$ cat src/rtl/cpu_pkg.sv
// Shared CPU definitions: instruction memory geometry and the program loader state type.
package cpu_pkg;

  localparam int unsigned INST_ADDR_WIDTH = 4;
  localparam int unsigned INST_DATA_WIDTH = 32;
  localparam int unsigned INST_DEPTH      = 1 << INST_ADDR_WIDTH;
  localparam int unsigned BYTES_PER_WORD  = 4;

  typedef enum logic [2:0] {
    IDLE,
    LOAD,
    CHECK,
    START,
    RUN,
    ERROR
  } loader_state_e;

endpackage

$ cat src/rtl/byte_packer.sv
// Collects little-endian bytes into 32-bit words; word_valid_c fires on the fourth accepted byte.
module byte_packer
  import cpu_pkg::*;
(
  input  logic                       clk,
  input  logic                       rst,
  input  logic                       clr,
  input  logic                       accept,
  input  logic [7:0]                 byte_data,
  output logic [INST_DATA_WIDTH-1:0] word_c,
  output logic                       word_valid_c
);

  localparam int unsigned CNT_W = $clog2(BYTES_PER_WORD);
  localparam int unsigned LOW_W = INST_DATA_WIDTH - 8;

  logic [CNT_W-1:0] byte_cnt;
  logic [LOW_W-1:0] low_bytes;

  // Bytes enter at the top and shift down, so the first byte ends up in [7:0]
  always_ff @(posedge clk or posedge rst) begin
    if (rst) begin
      byte_cnt  <= '0;
      low_bytes <= '0;
    end else if (clr) begin
      byte_cnt  <= '0;
    end else if (accept) begin
      byte_cnt  <= byte_cnt + CNT_W'(1);
      low_bytes <= {byte_data, low_bytes[LOW_W-1:8]};
    end
  end

  assign word_c       = {byte_data, low_bytes};
  assign word_valid_c = accept && (byte_cnt == CNT_W'(BYTES_PER_WORD - 1));

endmodule

$ cat src/rtl/prog_loader.sv
// Loads a CPU program from a byte stream into instruction memory, then releases and starts the CPU.
// Optional trailing checksum byte enabled by PROG_LOADER_CHECKSUM_EN.
module prog_loader
  import cpu_pkg::*;
(
  input  logic                       clk,
  input  logic                       rst,
  input  logic                       load_req,
  input  logic [INST_ADDR_WIDTH-1:0] prog_len,
  input  logic                       byte_valid,
  input  logic [7:0]                 byte_data,
  output logic                       byte_ready,
  input  logic                       imem_en,
  input  logic [INST_ADDR_WIDTH-1:0] imem_addr,
  output logic [INST_DATA_WIDTH-1:0] imem_data,
  output logic                       cpu_rst,
  output logic                       cpu_start,
  output logic                       busy,
  output logic                       load_err
);

  localparam int unsigned AW = INST_ADDR_WIDTH;

  loader_state_e        state, next_state;
  logic [AW-1:0]        word_cnt, len_q;
  logic                 start_load_c, accept_c, pack_accept_c, last_word_c;
  logic                 word_valid_c;
  logic [INST_DATA_WIDTH-1:0] word_c;
  logic [INST_DATA_WIDTH-1:0] mem [INST_DEPTH];

  assign accept_c      = byte_valid && byte_ready;
  assign pack_accept_c = accept_c && (state == LOAD);
  // prog_len of 0 wraps to all-ones here, giving a full-depth load
  assign last_word_c   = (word_cnt == AW'(len_q - AW'(1)));

  byte_packer u_packer (
    .clk          (clk),
    .rst          (rst),
    .clr          (start_load_c),
    .accept       (pack_accept_c),
    .byte_data    (byte_data),
    .word_c       (word_c),
    .word_valid_c (word_valid_c)
  );

`ifdef PROG_LOADER_CHECKSUM_EN
  logic [7:0] sum;
  logic       sum_ok_c;

  assign sum_ok_c = (8'(sum + byte_data) == 8'h00);

  always_ff @(posedge clk or posedge rst) begin
    if (rst) begin
      sum      <= '0;
      load_err <= 1'b0;
    end else begin
      load_err <= (next_state == ERROR);
      if (start_load_c)       sum <= '0;
      else if (pack_accept_c) sum <= 8'(sum + byte_data);
    end
  end
`else
  assign load_err = 1'b0;
`endif

  always_comb begin
    next_state   = state;
    start_load_c = 1'b0;
    unique case (state)
      IDLE, RUN, ERROR: begin
        if (load_req) begin
          next_state   = LOAD;
          start_load_c = 1'b1;
        end
      end
      LOAD: begin
        if (word_valid_c && last_word_c) begin
`ifdef PROG_LOADER_CHECKSUM_EN
          next_state = CHECK;
`else
          next_state = START;
`endif
        end
      end
      CHECK: begin
`ifdef PROG_LOADER_CHECKSUM_EN
        if (accept_c) next_state = sum_ok_c ? START : ERROR;
`else
        next_state = IDLE;
`endif
      end
      START:   next_state = RUN;
      default: next_state = IDLE;
    endcase
  end

  always_ff @(posedge clk or posedge rst) begin
    if (rst) begin
      state    <= IDLE;
      word_cnt <= '0;
      len_q    <= '0;
    end else begin
      state <= next_state;
      if (start_load_c) begin
        word_cnt <= '0;
        len_q    <= prog_len;
      end else if (word_valid_c) begin
        word_cnt <= word_cnt + AW'(1);
      end
    end
  end

  // Outputs are registered from next_state so they always match the current state
  always_ff @(posedge clk or posedge rst) begin
    if (rst) begin
      cpu_rst    <= 1'b1;
      cpu_start  <= 1'b0;
      busy       <= 1'b0;
      byte_ready <= 1'b0;
    end else begin
      cpu_rst    <= !((next_state == START) || (next_state == RUN));
      cpu_start  <= (next_state == START);
      busy       <= (next_state == LOAD) || (next_state == CHECK);
      byte_ready <= (next_state == LOAD) || (next_state == CHECK);
    end
  end

  // Instruction array has no reset so contents survive reloads and resets
  always_ff @(posedge clk) begin
    if (word_valid_c) mem[word_cnt] <= word_c;
  end

  assign imem_data = (imem_en && (state == RUN)) ? mem[imem_addr] : '0;

endmodule

$ cat config.mk
export PLATFORM = sky130hd
export DESIGN_NAME = prog_loader
export DESIGN_NICKNAME = d
export VERILOG_FILES = /design/src/rtl/cpu_pkg.sv /design/src/rtl/byte_packer.sv /design/src/rtl/prog_loader.sv
export SDC_FILE = /design/constraint.sdc
export NUM_CORES = 1
export LEC_CHECK = 0
export ABC_AREA = 1
export CORE_AREA = 2 2 201 203
export CTS_CLUSTER_SIZE = 10
export DETAILED_ROUTE_END_ITERATION = 10
export DIE_AREA = 0 0 203 205
export GPL_ROUTABILITY_DRIVEN = 1
export PLACE_DENSITY = 0.88
export SYNTH_ARGS = -nofsm -noshare
export SYNTH_HDL_FRONTEND = slang
export SYNTH_SLANG_ARGS = --single-unit
$ cat constraint.sdc
create_clock -name clk -period 7.6 [get_ports clk]
set_clock_uncertainty 0.1 [all_clocks]
set_input_delay 1.52 -clock clk [delete_from_list [all_inputs] [get_ports clk]]
set_output_delay 1.52 -clock clk [all_outputs]
set_load 0.02 [all_outputs]
== Yosys cells after proc, flatten, opt, wreduce, memory -nomap -nowiden ==
Memory sizes are Yosys's and may differ from the RTL's.
Index checks and enable logic that the tools add are counted.

* Memories: 1
* Logic and storage cells: 48
* Bits in registers: 40
* Memory bits (writable): 512
* Input bits: 21

* $add $sub $neg: 3
* Equal/unequal tests: 10
* Bitwise logic cells: 1
* Reduce and logical (&&, ||, !) cells: 13
* Mux-type cells: 12

{| class="wikitable"
|+ Memory list
! memory !! depth !! width !! rd ports !! clocked after memory_dff !! wr ports !! line !! text
|-
| mem || 16 || 32 || 1 || 0 || 1 || prog_loader.sv:29 || <nowiki>logic [INST_DATA_WIDTH-1:0] mem [INST_DEPTH];</nowiki>
|}

{| class="wikitable"
|+ Operator list
! operator !! count
|-
| $mux W32 || 1
|-
| $eq A3 B2 Y1 const B || 3
|-
| $eq A3 B3 Y1 const B || 3
|-
| $pmux W3 S3 || 1
|-
| $mux W4 || 2
|-
| $eq A3 B1 Y1 const B || 2
|-
| $mux W3 || 2
|-
| $logic_and A1 B1 Y1 || 5
|-
| $add A4 B1 Y4 const B || 1
|-
| $eq A4 B4 Y1 || 1
|-
| $mux W1 || 4
|-
| $mux W2 || 2
|-
| $reduce_bool A2 Y1 || 2
|-
| $sub A4 B1 Y4 const B || 1
|-
| $logic_not A3 Y1 || 1
|-
| $reduce_or A3 Y1 || 1
|-
| $add A2 B1 Y2 const B || 1
|-
| $eq A2 B2 Y1 const B || 1
|-
| $logic_or A1 B1 Y1 || 2
|-
| $reduce_and A2 Y1 || 1
|-
| $logic_not A1 Y1 || 1
|-
| $not A1 Y1 || 1
|}

== Longest topological paths before layout ==
* Depth after elaboration: 9
* Mapped depth: 11
* Mapped depth without buffers: 11

== Cells and area by module ==
From an unflattened synthesis, not the netlist that was laid out.

* Cell total of the unflattened synthesis: 2,409
* Area, all modules: 24,284.5 um^2

{| class="wikitable"
|+ By module, submodules not included
! module !! cells each !! times used !! area each (um^2)
|-
| prog_loader || 2,282 || 1 || 23,152.2
|-
| byte_packer || 127 || 1 || 1,132.3
|}

== Least setup slack after synthesis ==
Ideal clock, no wire load.

* Kind: in2out
* From: in imem_addr[0]
* To: out imem_data[11]
* Stages: 10
* Path slack: 3.383 ns
* Arrival time: 2.597 ns
* Path buffers: 3
* Cells stage by stage: buf_6 -> inv_4 -> buf_8 -> buf_6 -> nand2_1 -> nand2_1 -> nand2_1 -> nand3_1 -> nand3_1 -> a21oi_1

* Word-level cells in the longest chain between the ends: 2

{| class="wikitable"
|+ RTL lines
! element !! line !! text
|-
| start: declaration || prog_loader.sv:14 || <nowiki>input logic [INST_ADDR_WIDTH-1:0] imem_addr,</nowiki>
|-
| $mem_v2 Z16 W32 || - ||
|-
| $mux W32 || prog_loader.sv:133 || <nowiki>assign imem_data = (imem_en && (state == RUN)) ? mem[imem_addr] : '0;</nowiki>
|-
| end: declaration || prog_loader.sv:15 || <nowiki>output logic [INST_DATA_WIDTH-1:0] imem_data,</nowiki>
|}

Every way passes these cells.

== Worst setup path after layout ==
* From: in imem_addr[0]
* To: out imem_data[8]

Same word-level chain as after synthesis.

==> flow_summary_export.csv <==
group,metric,value,unit
outcome,status,"finished, final reports clean",
power_and_ir_drop,seqPwrFrac,54.9,%
power_and_ir_drop,pwr-share-clk,36.6,%
power_and_ir_drop,pwr-share-comb,8.6,%
clocking,cts_inserted_buffers,61,
cells_and_area,multiInputGateArea,0.005513,sq mm
synthesis,yosysSeqAreaShare,69.66,%
cells_and_area,area_delta_synth_final,11.54,%
sta,grt_setup_unrepaired,"no",
worst_setup_path,cp_max_fo,128,
clocking,cts_setup_buffers,0,
route,antenna_left,0,
clocking,cts_max_level,2,
sta,worstMarginPinSlew,1.074,ns
worst_setup_path,path_cells,"buf_6 -> inv_6 -> buf_4 -> nand2_1 -> nand3_1 -> nand3_1 -> nand3_1 -> a21oi_1 -> clkdlybuf4s50_1",
grt,grt_start_max_net_pins,163,
worst_setup_path,crit_type,"in2out",
floorplan,num_rows,73,
worst_setup_path,slowest_delay,0.68,ns
floorplan,io_pins,58,
clocking,ctsHoldBuffers,0,
worst_setup_path,ff2ff_path_depth,6,
synthesis,syn_inst,2237,
synthesis,syn_nets,2264,
synthesis,synth_area_leaders,"edfxtp_1 (65%), nand2_1 (14%), nand3_1 (7.0%)",
worst_setup_path,cp_common_cell,"nand3_1",
cells_and_area,final-seq-area,0.01638,sq mm
worst_setup_path,cp-start-kind,"input pin",
route,wl,59910,um
floorplan,fp.dieH,205,um
cells_and_area,n_antenna_cell,0,
cells_and_area,drive_gt1_share,5.379,%
sta,holdWs,0.3927,ns
route,drc_errors,0,
clocking,ctsResizeCount,0,
sta,post-route-min-period,6.334,ns
power_and_ir_drop,p_sw,1907,uW
power_and_ir_drop,swShare,25.77,%
clocking,cts-root-buf,"clkbuf_16",
synthesis,synth_top_area_share,65.39,%
power_and_ir_drop,p_int,5494,uW
route,initialDrtViolationCount,2520,
cells_and_area,fin_nets,2299,
grt,grt_pass1_wl,91140,um
floorplan,initial_core_util,59.72,%
clocking,clock_latency,0.62,ns
worst_hold_path,whs_path_depth,1,
cells_and_area,nFillCells,2587,
synthesis,syn_area,0.02351,sq mm
sta,final_hold_viol_count,0,
place,gp_congestion,0.8157,
worst_setup_path,worstPathRequired,5.98,ns
sta,finalCritPeriodShare,83.34,%
sta,setup_violations,0,
power_and_ir_drop,p_per_area,282.3,mW/mm^2
route,via_count,16750,
worst_setup_path,critPathSlowestCell,"clkdlybuf4s50_1",
worst_setup_path,critPathArrivalTime,4.71,ns
worst_setup_path,critPathCaptureType,"output port",
place,place_hpwl,30700,um
grt,grt_pass1_vias,16810,
sta,fmax,157.9,MHz
clocking,cts_tree,"yes",
clocking,clkTransAtPathRegs,0.05,ns
synthesis,synth_cell_types,28,
grt,grt.total_usage,29.11,%
sta,tns,0,ns
flow_run,cap_violations,0,
sta,drv_slew,0,
clocking,cts.sink_count,552,
clocking,clock_path_buffers,3,
floorplan,die_x,203,um
synthesis,yosysTopAreaCell,"edfxtp_1",
route,viasPerCell,5.881,
route,avgRoutedWirePerCell,21.03,um
sta,slew_headroom,28.31,%
grt,grt_overflow,0,
synthesis,synth.avg_cell_area,10.51,sq um
synthesis,synth_seq_cells,552,
floorplan,core-area,0.03937,sq mm
floorplan,dieArea,0.04162,sq mm
power_and_ir_drop,ir_drop,0.0001708,V
grt,antenna_found_initial,1,
synthesis,synth_warnings,0,
power_and_ir_drop,p_leak,0.01090,uW
place,io_buffers,56,
route,drt_pass1_iterations,7,
worst_hold_path,hp-class,"reg2reg",
[power groups by stage]
stage	Combinational, uW	Clock [uW]	Sequential [uW]
finish	634	2710	4060
global route	701	2830	4090
CTS	623	2710	4050
detailed placement	611	0	4110
global placement	577	0	4080
floorplan	416	0	3990
[critical path: cells and delay by family]
kind	cells	cell delay [ns]
AO/OA/AOI/OAI	1	0.29
buffers and inverters	4	2.17
AND/OR/NAND/NOR	4	0.45
[path summary, 6_finish.rpt]
check	startpoint	to	slack [ns]
min reg2reg	u_packer.byte_cnt[0]	u_packer.byte_cnt[0]	0.39
max reg2reg	state[1]	mem[1][8]	4.01
max	imem_addr[0]	imem_data[8]	1.27
min in group asynchronous	rst	u_packer.low_bytes[16]	1.40
min	u_packer.byte_cnt[0]	u_packer.byte_cnt[0]	0.39
max in group asynchronous	rst	u_packer.low_bytes[11]	5.34
[sequential cells by signal (all words and copies together), names as in the netlist]
name,count
state,3
mem,512
u_packer.low_bytes,24
len_q,4
busy,1
u_packer.byte_cnt,2
cpu_start,1
cpu_rst,1
word_cnt,4
[through the flow]
| step | total power, uW | cell area [sq um] | setup WS (ns) | cells | utilization (%) |
|---|---|---|---|---|---|
| 3_5_place_dp | 4721 | 24420 | 1.497 | 2734 | 62.03 |
| 6_report | 7402 | 26220 | 1.266 | 2849 | 66.61 |
| 5_1_grt | 7619 | 26220 | 1.239 | 2849 | 66.61 |
| 4_1_cts | 7384 | 26220 | 1.491 | 2849 | 66.61 |
| 3_3_place_gp | 4657 | 24420 | 1.504 | 2734 | 62.03 |
| 2_1_floorplan | 4404 | 23510 | 3.383 | 2237 | - |
[cell type report]
type                    instances  area share [%]
well taps                     525           2.505
inverters                     282           4.070
multi-input cells            1288           21.02
flip-flops and latches        552           62.45
clock buffers                 113           6.727
clock inverters                 2          0.1479
repair buffers                 87           3.077
[cell families (layout without fill, tap and decap cells)]
logic type                 count (synthesis)  in the layout  synth area share (%)
AOI/OAI and AO/OA                         46             46                0.9951
adders and majority gates                  6              6                0.3193
DFF                                      552            552                 69.66
other                                      1              1               0.01595
xor gates and xnor gates                   1              1               0.03726
buffers and inverters                    397            484                 7.429
and+or+nand+nor                         1234           1234                 21.55
[per-layer routing]
metal | wire, um | global-route usage, % | part of all wire, % | vias to the layer above
li1 | - | - | - | 7365
met1 | 20350 | 36.05 | 34 | 7833
met2 | 28940 | 48.58 | 48 | 1255
met3 | 7313 | 6.045 | 12 | 299
met4 | 3301 | 15.48 | 5.5 | 2
met5 | 13 | 0 | 0.022 | -
[synth_stat cells]
cell type  count
nand2_1      868
edfxtp_1     512
nand3_1      331
inv_1        279
buf_2         47
dfrtp_1       39
a21oi_1       38
nor2_1        29
clkbuf_1      20
buf_6         19
buf_1         17
buf_4         11
o21ai_0        7
ha_1           6
a22o_1         1
and3_1         1
buf_8          1
clkinv_1       1
conb_1         1
dfstp_2        1
inv_2          1
inv_4          1
nand2_2        1
nand3b_1       1
nor2_4         1
nor3_1         1
or2_2          1
xor2_1         1
[cells in the final DEF (no fill, tap or decap), types with 2 or more instances in the layout]
cell,instances
a21oi_1,38
buf_12,2
buf_2,2
buf_4,30
clkbuf_1,50
clkbuf_16,63
clkdlybuf4s50_1,52
dfrtp_1,39
edfxtp_1,512
ha_1,6
inv_1,277
inv_6,2
nand2_1,868
nand3_1,330
nor2_1,13
nor2_4,17
o21ai_0,7
Note: power is estimated with default switching activity, not from simulation.
